### config.mk
export PLATFORM = sky130hd
export DESIGN_NAME = stopwatch_counter
export DESIGN_NICKNAME = d
export VERILOG_FILES = /design/src/rtl/stopwatch_pkg.sv /design/src/rtl/btn_debounce.sv /design/src/rtl/stopwatch_counter.sv
export SDC_FILE = /design/constraint.sdc
export NUM_CORES = 1
export LEC_CHECK = 0
export CORE_MARGIN = 3
export CORE_UTILIZATION = 25
export CTS_CLUSTER_SIZE = 14
export DETAILED_ROUTE_END_ITERATION = 6
export PLACE_DENSITY = 0.48
export SLEW_MARGIN = 20
export SYNTH_ARGS = -nofsm -noshare
export SYNTH_HDL_FRONTEND = slang
export SYNTH_HIERARCHICAL = 1
export SYNTH_SLANG_ARGS = --single-unit
### constraint.sdc
create_clock -name clk -period 4 [get_ports clk]
set_clock_uncertainty 0.2 [all_clocks]
set_input_delay 0.8 -clock clk [delete_from_list [all_inputs] [get_ports clk]]
set_output_delay 0.8 -clock clk [all_outputs]
set_load 0.05 [all_outputs]
### src/rtl/stopwatch_pkg.sv
// Shared types and constants for the stopwatch counter and its helpers.
package stopwatch_pkg;

    // Counter value width and the largest value shown on the two-digit display.
    localparam int VALUE_W   = 7;
    localparam int MAX_VALUE = 99;

    // Stopwatch control states; IDLE is the reset state.
    typedef enum logic [1:0] {
        IDLE  = 2'd0,
        RUN   = 2'd1,
        PAUSE = 2'd2
    } state_t;

endpackage : stopwatch_pkg

### src/rtl/btn_debounce.sv
// One push-button path: 2-FF synchroniser, stable-level debouncer and
// rising-edge detector producing a single-cycle press pulse.
module btn_debounce #(
    parameter int DEBOUNCE_CYCLES = 500_000
) (
    input  logic clk,
    input  logic rst_n,
    input  logic btn,
    output logic press
);

    localparam int CNT_W = $clog2(DEBOUNCE_CYCLES);

    logic             s1;
    logic             s2;
    logic             deb;
    logic             deb_q;
    logic [CNT_W-1:0] cnt;

    // Bring the asynchronous button into the clk domain.
    always_ff @(posedge clk or negedge rst_n) begin
        if (!rst_n) begin
            s1 <= 1'b0;
            s2 <= 1'b0;
        end else begin
            s1 <= btn;
            s2 <= s1;
        end
    end

    // Accept a new level only after it has differed from deb for DEBOUNCE_CYCLES edges.
    always_ff @(posedge clk or negedge rst_n) begin
        if (!rst_n) begin
            cnt <= '0;
            deb <= 1'b0;
        end else if (s2 != deb) begin
            if (cnt == CNT_W'(DEBOUNCE_CYCLES - 1)) begin
                deb <= s2;
                cnt <= '0;
            end else begin
                cnt <= cnt + 1'b1;
            end
        end else begin
            cnt <= '0;
        end
    end

    // Delayed copy of deb for edge detection.
    always_ff @(posedge clk or negedge rst_n) begin
        if (!rst_n) begin
            deb_q <= 1'b0;
        end else begin
            deb_q <= deb;
        end
    end

    // Only the press (rising debounced level) is an event; release is ignored.
    assign press = deb & ~deb_q;

endmodule : btn_debounce

### src/rtl/stopwatch_counter.sv
// Start/stop/clear stopwatch producing a 0..99 count for the display driver.
// A prescaler divides clk into count ticks while the FSM is in RUN.
module stopwatch_counter
    import stopwatch_pkg::*;
#(
    parameter int TICK_DIV        = 50_000_000,
    parameter int DEBOUNCE_CYCLES = 500_000
) (
    input  logic               clk,
    input  logic               rst_n,
    input  logic               btn_start_stop,
    input  logic               btn_clear,
    output logic [VALUE_W-1:0] value,
    output logic               running,
    output logic               wrap
);

    localparam int PRE_W = $clog2(TICK_DIV);

    logic             ss_press;
    logic             clr_press;
    state_t           state;
    logic [PRE_W-1:0] pre;
    logic             tick;

    btn_debounce #(
        .DEBOUNCE_CYCLES (DEBOUNCE_CYCLES)
    ) u_deb_start_stop (
        .clk   (clk),
        .rst_n (rst_n),
        .btn   (btn_start_stop),
        .press (ss_press)
    );

    btn_debounce #(
        .DEBOUNCE_CYCLES (DEBOUNCE_CYCLES)
    ) u_deb_clear (
        .clk   (clk),
        .rst_n (rst_n),
        .btn   (btn_clear),
        .press (clr_press)
    );

    // Tick is judged against the current state, so a pause on the tick edge still counts.
    assign tick = (state == RUN) && (pre == PRE_W'(TICK_DIV - 1));

    // Control FSM with prescaler and count; clear overrides every other event.
    always_ff @(posedge clk or negedge rst_n) begin
        if (!rst_n) begin
            state   <= IDLE;
            running <= 1'b0;
            pre     <= '0;
            value   <= '0;
            wrap    <= 1'b0;
        end else if (clr_press) begin
            state   <= IDLE;
            running <= 1'b0;
            pre     <= '0;
            value   <= '0;
            wrap    <= 1'b0;
        end else begin
            wrap <= 1'b0;
            if (state == RUN) begin
                if (tick) begin
                    pre <= '0;
                    if (value == VALUE_W'(MAX_VALUE)) begin
                        value <= '0;
                        wrap  <= 1'b1;
                    end else begin
                        value <= value + 1'b1;
                    end
                end else begin
                    pre <= pre + 1'b1;
                end
            end
            if (ss_press) begin
                case (state)
                    IDLE, PAUSE: begin
                        state   <= RUN;
                        running <= 1'b1;
                    end
                    RUN: begin
                        state   <= PAUSE;
                        running <= 1'b0;
                    end
                    default: begin
                        state   <= IDLE;
                        running <= 1'b0;
                    end
                endcase
            end
        end
    end

endmodule : stopwatch_counter

---- Word level (Yosys, flattened, before mapping) ----
Cells that the tools add are included.
word-level totals
  register bits ........................... 83
  bits in latches ......................... 0
  bits in writable memories ............... 0
  bits in read-only memories .............. 0
  output and inout bits ................... 9
  memories kept ........................... 0
cells by class
  $add $sub $neg .......................... 4
  $mul .................................... 0
  div/mod/pow operators ................... 0
  order comparisons ....................... 0
  eq/ne operators ......................... 8
  shifts and indexed selects .............. 0
  mux-type cells .......................... 21
  bitwise gates (word level) .............. 4
  reduce and logical (&&, ||, !) cells .... 9
operators with widths
  cell                                                                   number
  26-bit 2-to-1 mux                                                      3
  19-bit 2-to-1 mux                                                      4
  19-bit by 1-bit adder with 19-bit output, second input constant        2
  19-bit equality test, second input constant                            2
  7-bit 2-to-1 mux                                                       4
  26-bit by 1-bit adder with 26-bit output, second input constant        1
  26-bit equality test, second input constant                            1
  7-bit by 1-bit adder with 7-bit output, second input constant          1
  7-bit equality test, second input constant                             1
  1-bit 2-to-1 mux                                                       7
  2-bit AND reduction                                                    3
  2-bit nonzero test                                                     3
  2-bit 2-to-1 mux                                                       2
  2-bit one-hot mux with 2 select lines                                  1
  1-bit bitwise AND                                                      2
  2-bit by 1-bit equality test with 1-bit output, second input constant  1
  2-bit equality test, second input constant                             1
  2-bit zero test                                                        1
  1-bit != test                                                          2
  1-bit inverter                                                         2
  2-bit OR reduction                                                     1
  1-bit logical AND                                                      1

---- Logic depth before layout (Yosys ltp) ----
  word-level depth ........................ 5
  depth in mapped cells ................... 7
  mapped depth without buffers ............ 5

---- Cells and area by module ----
The synthesis kept the hierarchy.
by module, submodules not included
  module             instances  cells an instance  area an instance (µm²)
  btn_debounce       2          107                1,111.1
  stopwatch_counter  1          212                2,053.2

---- Worst setup path after synthesis ----
Ideal clock, no wire load.
  path kind ............................... reg-to-reg
  start point ............................. reg state[0]
  end point ............................... reg pre[12]
  data arrival time ....................... 2,058 ps
  data required time ...................... 3,678 ps
  setup slack ............................. 1,620 ps
  stages on the path, launching flop included .. 7
  buffers on the path ..................... 2
  period minus slack after synthesis ...... 2,380 ps
  cells stage by stage .................... dfrtp_1 nand3b_1 or4_1 clkbuf_1 o21ai_1 buf_2 nor2_1
between the ends
  cells in the longest elaborated chain, start to end .. 5
  elaborated cells on any way between the ends .. 6
  classes of those cells .................. 1 x eq/ne; 3 x mux; 2 x reduce/logical
ends and longest elaborated chain
  item                                                RTL line                                          source
  start: declaration                                  stopwatch_counter.sv:22                           state_t state;
  start signal: assignment                            stopwatch_counter.sv:50                           state <= IDLE;
  start signal: assignment                            stopwatch_counter.sv:56                           state <= IDLE;
  start signal: assignment                            stopwatch_counter.sv:79                           state <= RUN;
  2-bit by 1-bit equality test with 1-bit output (*)  stopwatch_counter.sv:45, stopwatch_counter.sv:63
  1-bit logical AND                                   stopwatch_counter.sv:45                           assign tick = (state == RUN) && (pre == PRE_W'(TICK_DIV - 1));
  26-bit 2-to-1 mux                                   stopwatch_counter.sv:64                           if (tick) begin
  26-bit 2-to-1 mux                                   stopwatch_counter.sv:63                           if (state == RUN) begin
  26-bit 2-to-1 mux                                   stopwatch_counter.sv:55                           end else if (clr_press) begin
  end signal: assignment                              stopwatch_counter.sv:73                           pre <= pre + 1'b1;
  end: declaration                                    stopwatch_counter.sv:23                           logic [PRE_W-1:0] pre;
Mark *: on every way between the ends. The rest lies on a longest branch, timed or not. The select of a mux whose other input is x is not followed.
A chain may end at the register's enable or synchronous reset.

---- Final worst setup path ----
  start point ............................. reg pre[0]
  end point ............................... reg pre[5]
between the ends
  cells in the longest elaborated chain, start to end .. 5
  elaborated cells on any way between the ends .. 6
  classes of those cells .................. 1 x add/sub; 1 x eq/ne; 3 x mux; 1 x reduce/logical
ends and longest elaborated chain
  item                                                                                              RTL line
  parallel branches: the longest is 2 deep, another holds 26-bit by 1-bit adder with 26-bit output  --
  26-bit 2-to-1 mux (*)                                                                             stopwatch_counter.sv:64
  26-bit 2-to-1 mux (*)                                                                             stopwatch_counter.sv:63
  26-bit 2-to-1 mux (*)                                                                             stopwatch_counter.sv:55
Mark *: on every way between the ends. The select of a mux whose other input is x is not followed.

==> results.cfg <==
[cells_and_area]
nNetsFinal = 447
layout-drive-gt1-share_pct = 8.62
multi_input_area_sq_um = 2100
area_delta_synth_final_pct = 14.2
final_core_util_pct = 29.3
final_common_cell = dfrtp_1
final-seq-area_sq_um = 2050
stdcell_count = 661
antennaDiodeCount = 0
fillers = 1725
layout_common_cells = dfrtp_1, nor2_1, xnor2_1

[clock_network]
cts_root_buf = clkbuf_16
hold_buffers = 0
cts_sinks = 82
clk-insertion-delay-late_ps = 340
numCtsBuffers = 9
cts_max_level = 3
clk_pin_slew_worst_paths_ps = 60
cts_resized = 0
cts_buffer_depth = 2
post_cts_buffers = 0
tritoncts = built

[routing]
route.detailed.drc = 0
vias = 3200
avgRoutedWirePerCell_um = 13.5
viasPerCell = 4.84
wl_mm = 8.93
ant_nets = 0
first_pass_iters = 5
first_iter_violations = 151

[setup_path]
slowest_stage = or4_1
cp_slowest_stage_delay_ps = 730
timing.rr.end = pre[5]
rrSetupSlack_ps = 1190
r2r_start = pre[0]
rr_worst_depth = 6
path_cells = ha_1 -> nand3b_1 -> or4_1 -> o21ai_1 -> buf_4 -> nor2_1
crit_path_end_kind = register
cp.arrival_ps = 2840
cp_max_fo = 14
crit_type = register to register
cp.required_ps = 4030
start_kind = register

[run_status]
outcome = finished, final reports clean

[logic_synthesis]
seq_area_frac_synth_pct = 48.0
avgSynthCellArea_sq_um = 10.0
ys_types = 54
syn-cell-area_sq_um = 4280
synth-edff-count = 0
syn-num-nets = 434
synth_async_sr_flop_share_pct = 100
ys_ff_latch = 82
yosys_warnings = 6
netlist_instances = 426
yosys_most_used_dff = dfrtp_1

[placed_design]
io_buffers = 12
hpwl_mm = 6.15
gp_congestion = 0.780
dp.cells = 648

[floorplan]
die_h_um = 137
start_util_pct = 25.7
row_count = 47
fp.coreArea_sq_um = 16600
io_pins = 13
die-area_sq_um = 18700
die_w_um = 137

[power_and_ir_drop]
p_int_w = 0.00126
seqPwrFrac_pct = 52.2
total_power_w = 0.00162
p_clk_share_pct = 45.3
p_sw_w = 0.000360
ir_worst_vdd_uv = 227
p_sw_share_pct = 22.3
p_leak_nw = 1.88
p_per_area_nw_per_um2 = 331
combPwrFrac_pct = 2.4

[global_route]
use_met2_pct = 16.0
grt_use_total_pct = 10.5
grt_overflow = 0
grt_pass1_vias = 3129
grtUsageMet3_pct = 3.71
grt_pass1_wl_mm = 15.6
antenna_found_initial = 0
grt_max_degree = 62
grt_use_met1_pct = 14.1
busiest_layer = met2

[sta]
drv_slew = 0
period_share_pct = 70.3
rsz0062_at_grt = no
fmax_mhz = 356
hold_viol = 0
setup_viol = 0
fin_crit_ps = 2810
finalSetupTns_ps = 0
slew_headroom_pct = 39.5
worstMarginPinSlew_ps = 901

[worst_hold_path]
hold_class = register to register
hold_depth = 0
hold_start = u_deb_clear/s1
holdPathEnd = u_deb_clear/s2

[job]
cap_violations = 0
==> routing by layer <==
metal / routed length (um) / share of wire, %
met5: 0 / 0
met4: 99 / 1.1
met3: 372 / 4.2
met2: 4060 / 45
met1: 4410 / 49
==> through the flow <==
| stage | area, sq um | setup WS, ps | hold slack, ps |
|---|---|---|---|
| global route | 4880 | 1050 | 177 |
| global placement | 4630 | 1260 | 134 |
| detailed placement | 4630 | 1200 | 135 |
| floorplan | 4280 | 1620 | 131 |
| CTS | 4880 | 1180 | 149 |
| finish | 4880 | 1190 | 148 |
==> cell type report <==
type	instances	share of cell area, %
multi-input combinational	315	43.0
clock inverter	3	0.410
sequential	82	42.0
tap	220	5.64
inverter	15	1.15
clock buffer	10	4.69
timing repair buffer	16	3.02
==> kinds of logic (layout without fill, tap and decap cells) <==
group                      after synthesis  in the layout  share of synthesized area (%)
and+or+nand+nor                        198            198                           27.1
DFF                                     82             82                           48.0
AOI/OAI and AO/OA                       69             69                           11.5
xor gates and xnor gates                39             39                           7.99
buffers and inverters                   29             44                           3.01
muxes                                    5              5                           1.23
adders and majority gates                4              4                           1.17
==> power groups by stage <==
stage | Clock (W) | Sequential (W) | Combinational [W]
finish | 0.000733 | 0.000844 | 0.0000393
detailed placement | 0 | 0.000860 | 0.0000415
floorplan | 0 | 0.000856 | 0.0000205
global placement | 0 | 0.000860 | 0.0000413
CTS | 0.000765 | 0.000844 | 0.0000417
global route | 0.000795 | 0.000845 | 0.0000464
==> critical path, delay by kind of cell (launching register included) <==
family / cells / cell delay [ps]
AND/OR/NAND/NOR: 3 / 990
AO/OA/AOI/OAI: 1 / 550
flip-flops: 1 / 410
buffers and inverters: 1 / 330
adder cells (fa/ha/maj): 1 / 210
==> worst max-delay path by stage <==
| stage | startpoint | to | slack (ps) | cells past startpoint |
|---|---|---|---|---|
| after floorplan | state[0] | pre[12] | 1620 | 6 |
| after global placement | pre[0] | pre[5] | 1260 | 6 |
| after detailed placement | pre[0] | pre[5] | 1200 | 6 |
| after CTS | pre[0] | pre[5] | 1180 | 6 |
| after global routing | pre[0] | pre[5] | 1050 | 6 |
| final | pre[0] | pre[5] | 1190 | 6 |
==> cells in the mapped netlist (3+ instances only) <==
cell       number  share of area [%]
o31ai_1         9                1.6
nor4b_1         4               0.82
o211ai_1        6                1.1
inv_1          14                1.2
ha_1            4                1.2
o21ai_1         5               0.59
o2111ai_1       4               0.82
nor3b_1         3               0.53
dfrtp_1        82                 48
or3_1          10                1.5
nand2_1        21                1.8
or4_1          11                1.9
nor3_1          9                1.1
a31oi_1         3               0.44
nor2_1         52                4.6
a21oi_1        21                2.5
or4_4           4                1.1
buf_2           4               0.47
and3_1          8                1.2
and2_1          4               0.59
xor2_1         11                2.3
clkbuf_1        6               0.53
xnor2_1        28                5.7
nand4_1        13                1.9
nor4_1         11                1.6
nand3_1        24                2.8
nor4_2          3               0.88
o21ai_0         9                1.1
nor2b_1         6               0.88
mux2i_1         3               0.70
==> flip-flops by register name, summed over array words and instances (netlist names) <==
signal / cells
pre: 26
u_deb_clear/cnt: 19
u_deb_start_stop/cnt: 19
value: 7
state: 2
u_deb_clear/deb: 1
u_deb_clear/deb_q: 1
u_deb_clear/s1: 1
u_deb_clear/s2: 1
u_deb_start_stop/deb: 1
u_deb_start_stop/deb_q: 1
u_deb_start_stop/s1: 1
u_deb_start_stop/s2: 1
wrap: 1
(Power assumes the default switching activity.)
